`config.mk`:
```
export PLATFORM = sky130hd
export DESIGN_NAME = fc_layer_ctrl
export DESIGN_NICKNAME = d
export VERILOG_FILES = /design/src/rtl/fc_layer_ctrl.sv
export SDC_FILE = /design/constraint.sdc
export NUM_CORES = 1
export LEC_CHECK = 0
export ABC_AREA = 0
export BUFFER_PORTS_ARGS = -buffer_cell sky130_fd_sc_hd__buf_2
export CORE_MARGIN = 2
export CORE_UTILIZATION = 49
export CTS_CLUSTER_DIAMETER = 150
export DETAILED_ROUTE_END_ITERATION = 10
export PLACE_DENSITY = 0.74
export REMOVE_ABC_BUFFERS = 1
export SETUP_SLACK_MARGIN = 0.1
export SYNTH_ARGS = -nofsm -noshare
export SYNTH_HDL_FRONTEND = slang
export SYNTH_SLANG_ARGS = --single-unit
export TNS_END_PERCENT = 100
```
`constraint.sdc`:
```
create_clock -name clk -period 1.5 [get_ports clk]
set_input_delay 0.3 -clock clk [delete_from_list [all_inputs] [get_ports clk]]
set_output_delay 0.3 -clock clk [all_outputs]
set_load 0.05 [all_outputs]
```
`src/rtl/fc_layer_ctrl.sv`:
```
// fc_layer_ctrl: fully-connected layer sequencer driving feature/weight addresses,
// MAC accumulate control and score-buffer writes for N_OUT neurons of N_IN inputs.
module fc_layer_ctrl #(
  parameter int N_IN = 28,
  parameter int N_OUT = 10,
  parameter int MAC_LAT = 2,
  localparam int IN_W = $clog2(N_IN),
  localparam int OUT_W = $clog2(N_OUT),
  localparam int WA_W = $clog2(N_IN * N_OUT)
) (
  input  logic             clk,
  input  logic             reset,
  input  logic             start,
  input  logic             abort,
  input  logic             in_valid,
  output logic [IN_W-1:0]  feat_addr,
  output logic [WA_W-1:0]  wgt_addr,
  output logic             acc_clr,
  output logic             acc_en,
  output logic             out_we,
  output logic [OUT_W-1:0] out_addr,
  output logic             busy,
  output logic             done
);
  typedef enum logic [2:0] {IDLE, CLR, RUN, DRAIN, WR, FIN} state_t;
  localparam logic [MAC_LAT-1:0] SR_TOP = MAC_LAT'(1) << (MAC_LAT - 1);
  state_t state, state_d;
  logic [IN_W-1:0] feat_d;
  logic [WA_W-1:0] wgt_d;
  logic [OUT_W-1:0] neuron, neuron_d, out_addr_d;
  logic [MAC_LAT-1:0] sr, sr_d;
  logic issue, last_feat, last_wgt, last_neuron, pending;
  assign issue = state == RUN && in_valid;
  assign last_feat = feat_addr == IN_W'(N_IN - 1);
  assign last_wgt = wgt_addr == WA_W'(N_IN * N_OUT - 1);
  assign last_neuron = neuron == OUT_W'(N_OUT - 1);
  // the top bit fires this cycle; anything below it is still in flight
  assign pending = |(sr & ~SR_TOP);
  assign acc_en = sr[MAC_LAT-1];
  always_comb begin
    state_d = state;
    feat_d = feat_addr;
    wgt_d = wgt_addr;
    neuron_d = neuron;
    out_addr_d = out_addr;
    sr_d = MAC_LAT'({sr, issue});
    case (state)
      IDLE: if (start) begin
        state_d = CLR;
        neuron_d = '0;
        wgt_d = '0;
      end
      CLR: begin
        feat_d = '0;
        state_d = RUN;
      end
      RUN: if (issue) begin
        state_d = last_feat ? DRAIN : RUN;
        feat_d = last_feat ? feat_addr : feat_addr + IN_W'(1);
        wgt_d = last_wgt ? wgt_addr : wgt_addr + WA_W'(1);
      end
      DRAIN: if (!pending) begin
        state_d = WR;
        out_addr_d = neuron;
      end
      WR: begin
        state_d = last_neuron ? FIN : CLR;
        neuron_d = last_neuron ? neuron : neuron + OUT_W'(1);
      end
      FIN: state_d = IDLE;
      default: state_d = IDLE;
    endcase
    if (abort) begin
      state_d = IDLE;
      sr_d = '0;
      feat_d = '0;
      wgt_d = '0;
      neuron_d = '0;
      out_addr_d = '0;
    end
  end
  always_ff @(posedge clk or negedge reset)
    if (!reset) begin
      state <= IDLE;
      feat_addr <= '0;
      wgt_addr <= '0;
      neuron <= '0;
      out_addr <= '0;
      sr <= '0;
      acc_clr <= 1'b0;
      out_we <= 1'b0;
      busy <= 1'b0;
      done <= 1'b0;
    end else begin
      state <= state_d;
      feat_addr <= feat_d;
      wgt_addr <= wgt_d;
      neuron <= neuron_d;
      out_addr <= out_addr_d;
      sr <= sr_d;
      acc_clr <= state_d == CLR;
      out_we <= state_d == WR;
      busy <= state_d != IDLE;
      done <= state_d == FIN;
    end
endmodule

```
==> impl_metrics.csv, run 1 <==
group,metric,value,unit
routing,ant_nets,0,
place,gp_congestion,0.863,
yosys,ys_async_sr_fraction,1.00,
sta,relSlewSlack,0.717,
sta,finalCriticalPeriod,1.73,ns
clock_tree,cts_buffers,5,
sta,fin_hold_ws,0.286,ns
clock_tree,clk_latency,0.34,ns
sta,setup_ws,-0.225,ns
floorplan,die_w,60.9,um
worst_setup_path,arrival,1.96,ns
floorplan,io_pins,28,
sta,fin_skew,0.00592,ns
worst_setup_path,required,1.73,ns
clock_tree,clkSinkCount,31,
place,io_buffers,27,
place,pre_cts_ws,-0.186,ns
worst_setup_path,reg2reg_slack,-0.23,ns
global_route,grt_max_degree,32,
cells_and_area,regArea,779,sq um
pwr,max-vdd-ir-drop,0.486,mV
sta,worstMarginPinSlew,0.420,ns
yosys,synth_area,0.00159,sq mm
routing,wl_met2,2700,um
yosys,synth.distinct_cells,44,
clock_tree,tritoncts,"built",
yosys,ys_seq_elements,31,
routing,drc,0,
clock_tree,cts.clk_slew.worst_paths,0.10,ns
status,violations,"setup timing",
cells_and_area,synthToLayoutAreaGrowth,59.1,%
routing,vias,1570,
yosys,synthTopCellsByCount,"31 x dfrtp_1, 20 x nor2_1, 14 x nand2_1",
cells_and_area,drive_gt1_frac,0.545,
place,place_hpwl,2810,um
hold_path,hold_path_class,"input port to flop",
routing,drt_iter0_drc,93,
cells_and_area,antennaDiodeCount,0,
floorplan,num_rows,20,
sta,rsz0062_at_grt,"true",
place,placed_area,0.00203,sq mm
pwr,p_leak,1.21,nW
clock_tree,htreeDepth,2,
sta,timing.final.crit_share,1.15,
sta,maxSlewViolCount,0,
routing,via_per_inst,5.63,
run,cap_violations,0,
clock_tree,root_buffer,"clkbuf_4",
yosys,syn_inst,159,
floorplan,die_h,60.9,um
yosys,synthTopCellsByArea,"dfrtp_1 49%, nor2_1 4.7%, mux2i_1 3.8%, o21ai_1 3.5%, nand2_1 3.3%",
pwr,power_density,752,mW/mm^2
pwr,power.total,1.90,mW
sta,setup_viol,27,
cells_and_area,fill_cells,171,
sta,finalHoldViolations,0,
routing,met3_wirelength,219,um
worst_setup_path,crit_fanout,6,
global_route,grt_usage,0.286,
worst_setup_path,startpoint_type,"flop",
global_route,grt_pass1_vias,1555,
global_route,grt_pass1_wl,7510,um
routing,wl_met1,1980,um
routing,wl_per_cell,18.1,um
cells_and_area,multiInputGateArea,961,sq um
clock_tree,clockBufferDepth,2,
worst_setup_path,critPathKind,"flop to flop",
sta,setup_tns,-2.89,ns
yosys,ys_seq_area_frac,0.488,
global_route,grt_overflow,0,
floorplan,core,0.00308,sq mm
yosys,synth_edf_count,0,
yosys,yosys.area.top_type,"dfrtp_1",
yosys,synth_warnings,0,
floorplan,initial_utilization,0.516,
yosys,netlist.area_leader.share,0.488,
routing,drtPass1Iterations,4,
yosys,synth_ff_type,"dfrtp_1",
yosys,syn_area_per_cell,9.99,sq um
yosys,synth.most_common_cell,"dfrtp_1",
global_route,antenna_found_initial,0,
worst_setup_path,end_kind,"flop",
cells_and_area,fin_area,0.00253,sq mm
floorplan,die_area,0.00371,sq mm
cells_and_area,final_nets,243,
routing,routed_wl,5060,um
sta,fmax,0.580,GHz
routing,top_layer,"met4",
status,run_status,"complete, but fails checks",
where the power goes:
| part | internal (mW) | leakage, nW | switching (mW) |
|---|---|---|---|
| logic | 0.142 | 0.736 | 0.186 |
| clock network | 0.394 | 0.0482 | 0.316 |
| registers | 0.850 | 0.425 | 0.0123 |
layout make-up:
cell class                 instances  area share
sequential                        31       0.308
clock buffer                       6      0.0203
clock inverter                     2      0.0139
timing repair buffer              75       0.253
tap                               44      0.0218
multi-input combinational        119       0.380
inverter                           2     0.00297
worst max-delay path: stages (launching register included):
cell and delay (ns):
dfrtp_2 0.46, buf_6 0.15, and4b_2 0.27, nor3_4 0.30, buf_6 0.15, mux2i_1 0.23, nor2_1 0.06
per-layer routing:
| metal | track usage | vias up |
|---|---|---|
| met1 | 0.326 | 774 |
| met3 | 0.0640 | 15 |
| li1 | - | 723 |
| met2 | 0.490 | 58 |
| met5 | 0 | - |
| met4 | 0.168 | 0 |
kinds of logic (layout without fill, tap and decap cells):
family,count (synthesis),in the layout,share of synthesized area
compound gates,31,31,0.123
xor+xnor,2,2,0.0110
fa+ha+maj,4,4,0.0315
buf+inv,9,85,0.0370
flops,31,31,0.488
mux,6,6,0.0378
simple gates,76,76,0.272
flip-flops by register name, indices dropped and copies added, names as in the netlist:
register and flops:
out_addr 4, sr 2, done 1, wgt_addr 9, neuron 4, busy 1, acc_clr 1, out_we 1
state 3, feat_addr 5
what timing repair did:
item,in CTS,in global routing
resized for setup,47,54
endpoints found under the hold margin,31,0
setup buffers,7,6
pin swaps,18,15
setup endpoints to repair,32,40
hold buffers,1,0
worst paths after layout:
path	from	to	depth (start not counted)
min in group asynchronous	reset	busy$_DFF_PN0_	3
max in group asynchronous	reset	wgt_addr[2]$_DFFE_PN0P_	3
worst min-delay path	in_valid	sr[0]$_DFF_PN0_	2
worst min register to register	out_addr[3]$_DFFE_PN0P_	out_addr[3]$_DFFE_PN0P_	2
worst max-delay path	state[2]$_DFF_PN0_	neuron[1]$_DFFE_PN0P_	6
worst max register to register	state[2]$_DFF_PN0_	neuron[1]$_DFFE_PN0P_	6
cells in the final DEF, fill, tap and decap left out, types with 5 or more instances in the layout:
cell type	instances
buf_6	17
o21ai_2	9
buf_2	14
nand3_1	5
clkbuf_4	7
nor2_1	17
dfrtp_1	28
buf_8	6
buf_4	35
o21ai_1	7
nand2_1	11
mux2i_1	6
per-stage QoR:
| stage | cells | utilization |
|---|---|---|
| after global routing | 279 | 0.822 |
| after CTS | 277 | 0.767 |
| after floorplan | 152 | - |
| after global placement | 263 | 0.659 |
| after detailed placement | 263 | 0.659 |
| final | 279 | 0.822 |
Note: power is estimated with default switching activity, not from simulation.
==> run 2, diff against run 1 <==
- BUFFER_PORTS_ARGS: -buffer_cell sky130_fd_sc_hd__buf_2 -> -buffer_cell sky130_fd_sc_hd__clkbuf_2
==> run 2 against run 1 <==
The flow still finishes with violations (setup timing). Sequential share of layout area rose by 0.98 points. Die area unchanged. Cell area down 3.1%. Critical path depth unchanged. Non-clock buffer count rose by 4. Via count grew 3.8%. Sequential cell count unchanged. Maximum frequency is 2.7% lower. Global-route usage fell by 0.96 points. Highest routed layer unchanged.
==> impl_metrics.csv, run 2 (same netlist as run 1, synthesis figures left out) <==
group,metric,value,unit
clock_tree,clk_latency,0.34,ns
sta,setup_tns,-2.61,ns
worst_setup_path,end_kind,"flop",
place,place_hpwl,2950,um
sta,setup_ws,-0.273,ns
global_route,antenna_found_initial,0,
global_route,grt_overflow,0,
floorplan,die_area,0.00371,sq mm
cells_and_area,fin_area,0.00245,sq mm
routing,vias,1629,
worst_setup_path,reg2reg_slack,-0.27,ns
worst_setup_path,worstReg2RegStart,"state[2]$_DFF_PN0_",
sta,fmax,0.564,GHz
routing,drtPass1Iterations,4,
sta,finalHoldViolations,0,
routing,wl_per_cell,17.5,um
global_route,grt_usage,0.277,
cells_and_area,top_regs,"wgt_addr: 9 flops, feat_addr: 5 flops",
sta,maxSlewViolCount,0,
cells_and_area,top_register,"wgt_addr",
sta,timing.final.crit_share,1.18,
pwr,power_density,669,mW/mm^2
place,gp_congestion,0.912,
worst_setup_path,crit_fanout,5,
sta,rsz0062_at_grt,"true",
floorplan,num_rows,20,
sta,fin_hold_ws,0.319,ns
cells_and_area,largest_reg_flops,9,
status,violations,"setup timing",
cells_and_area,drive_gt1_frac,0.498,
floorplan,io_pins,28,
routing,via_per_inst,5.80,
routing,ant_nets,0,
routing,drt_iter0_drc,85,
worst_setup_path,arrival,2.05,ns
cells_and_area,antennaDiodeCount,0,
worst_setup_path,reg2reg_depth,6,
cells_and_area,final_nets,247,
sta,relSlewSlack,0.729,
floorplan,die_h,60.9,um
floorplan,die_w,60.9,um
worst_setup_path,critPathKind,"flop to flop",
floorplan,core,0.00308,sq mm
clock_tree,root_buffer,"clkbuf_4",
place,placed_area,0.00207,sq mm
worst_setup_path,required,1.78,ns
worst_setup_path,startpoint_type,"flop",
worst_setup_path,crit_start,"state[2]$_DFF_PN0_",
clock_tree,clockBufferDepth,2,
sta,finalCriticalPeriod,1.77,ns
place,io_buffers,27,
clock_tree,cts_buffers,5,
run,cap_violations,0,
pwr,max-vdd-ir-drop,0.539,mV
cells_and_area,synthToLayoutAreaGrowth,54.3,%
cells_and_area,layout_common_cells,"41 x buf_4, 28 x dfrtp_1, 18 x nor2_1",
global_route,grt_pass1_vias,1570,
hold_path,hold_path_class,"input port to flop",
clock_tree,tritoncts,"built",
global_route,grt_pass1_wl,7400,um
cells_and_area,mostFrequentLayoutCell,"buf_4",
sta,setup_viol,24,
global_route,grt_max_degree,32,
floorplan,initial_utilization,0.516,
sta,worstMarginPinSlew,0.406,ns
clock_tree,cts.clk_slew.worst_paths,0.09,ns
clock_tree,htreeDepth,2,
place,pre_cts_ws,-0.213,ns
worst_setup_path,rr_endpoint,"wgt_addr[8]$_DFFE_PN0P_",
cells_and_area,utilization,0.796,
status,run_status,"complete, but fails checks",
sta,fin_skew,0.0175,ns
pwr,p_leak,1.20,nW
clock_tree,clkSinkCount,31,
routing,drc,0,
routing,routed_wl,4930,um
worst_setup_path,crit_path_end,"wgt_addr[8]$_DFFE_PN0P_",
-- run 2: area by class of cell --
cell class	instances	area [sq um]
multi-input cells	119	903
fillers	196	627
inverters	2	7.51
clock buffers	6	41.3
repair buffers	79	664
well taps	44	55.1
flip-flops and latches	31	779
-- run 2: worst max-delay path, stage by stage, from the launching register on --
cell,delay [ns]
dfrtp_2,0.47
nor2_4,0.12
a21o_1,0.16
buf_6,0.11
o211ai_1,0.16
or4_1,0.60
nand2_1,0.09
-- run 2: metal layers --
layer,global-route usage,share of wire
met3,0.0874,0.047
met2,0.438,0.53
met5,0,0
met1,0.337,0.39
met4,0.146,0.034
-- run 2: where the power goes --
| group | internal (mW) | switching, mW |
|---|---|---|
| combinational | 0.148 | 0.177 |
| clock | 0.166 | 0.285 |
| sequential | 0.850 | 0.0128 |
| total | 1.16 | 0.475 |
-- run 2: how the worst min path moves through the flow --
stage	startpoint	to	slack (ns)	depth (start not counted)
2_1_floorplan	reset	acc_clr$_DFF_PN0_	0.004	0
3_3_place_gp	reset	feat_addr[4]$_DFFE_PN0P_	0.33	2
3_5_place_dp	reset	sr[1]$_DFF_PN0_	0.34	2
4_1_cts	in_valid	sr[0]$_DFF_PN0_	0.29	2
5_1_grt	in_valid	sr[0]$_DFF_PN0_	0.31	2
6_report	in_valid	sr[0]$_DFF_PN0_	0.32	2
-- run 2: what timing repair did --
action                                  CTS  global route
hold buffers                              1             0
buffers inserted                          3             5
resized for setup                        49            38
pin swaps                                18            15
cloned                                    0             0
hold endpoints to repair                 31             0
endpoints found under the setup margin   39            41
-- run 2: stage by stage --
| step | power [mW] | cells |
|---|---|---|
| 3_3_place_gp | 1.11 | 268 |
| 5_1_grt | 1.72 | 281 |
| 6_report | 1.64 | 281 |
| 2_1_floorplan | 0.992 | 152 |
| 4_1_cts | 1.60 | 278 |
| 3_5_place_dp | 1.12 | 268 |
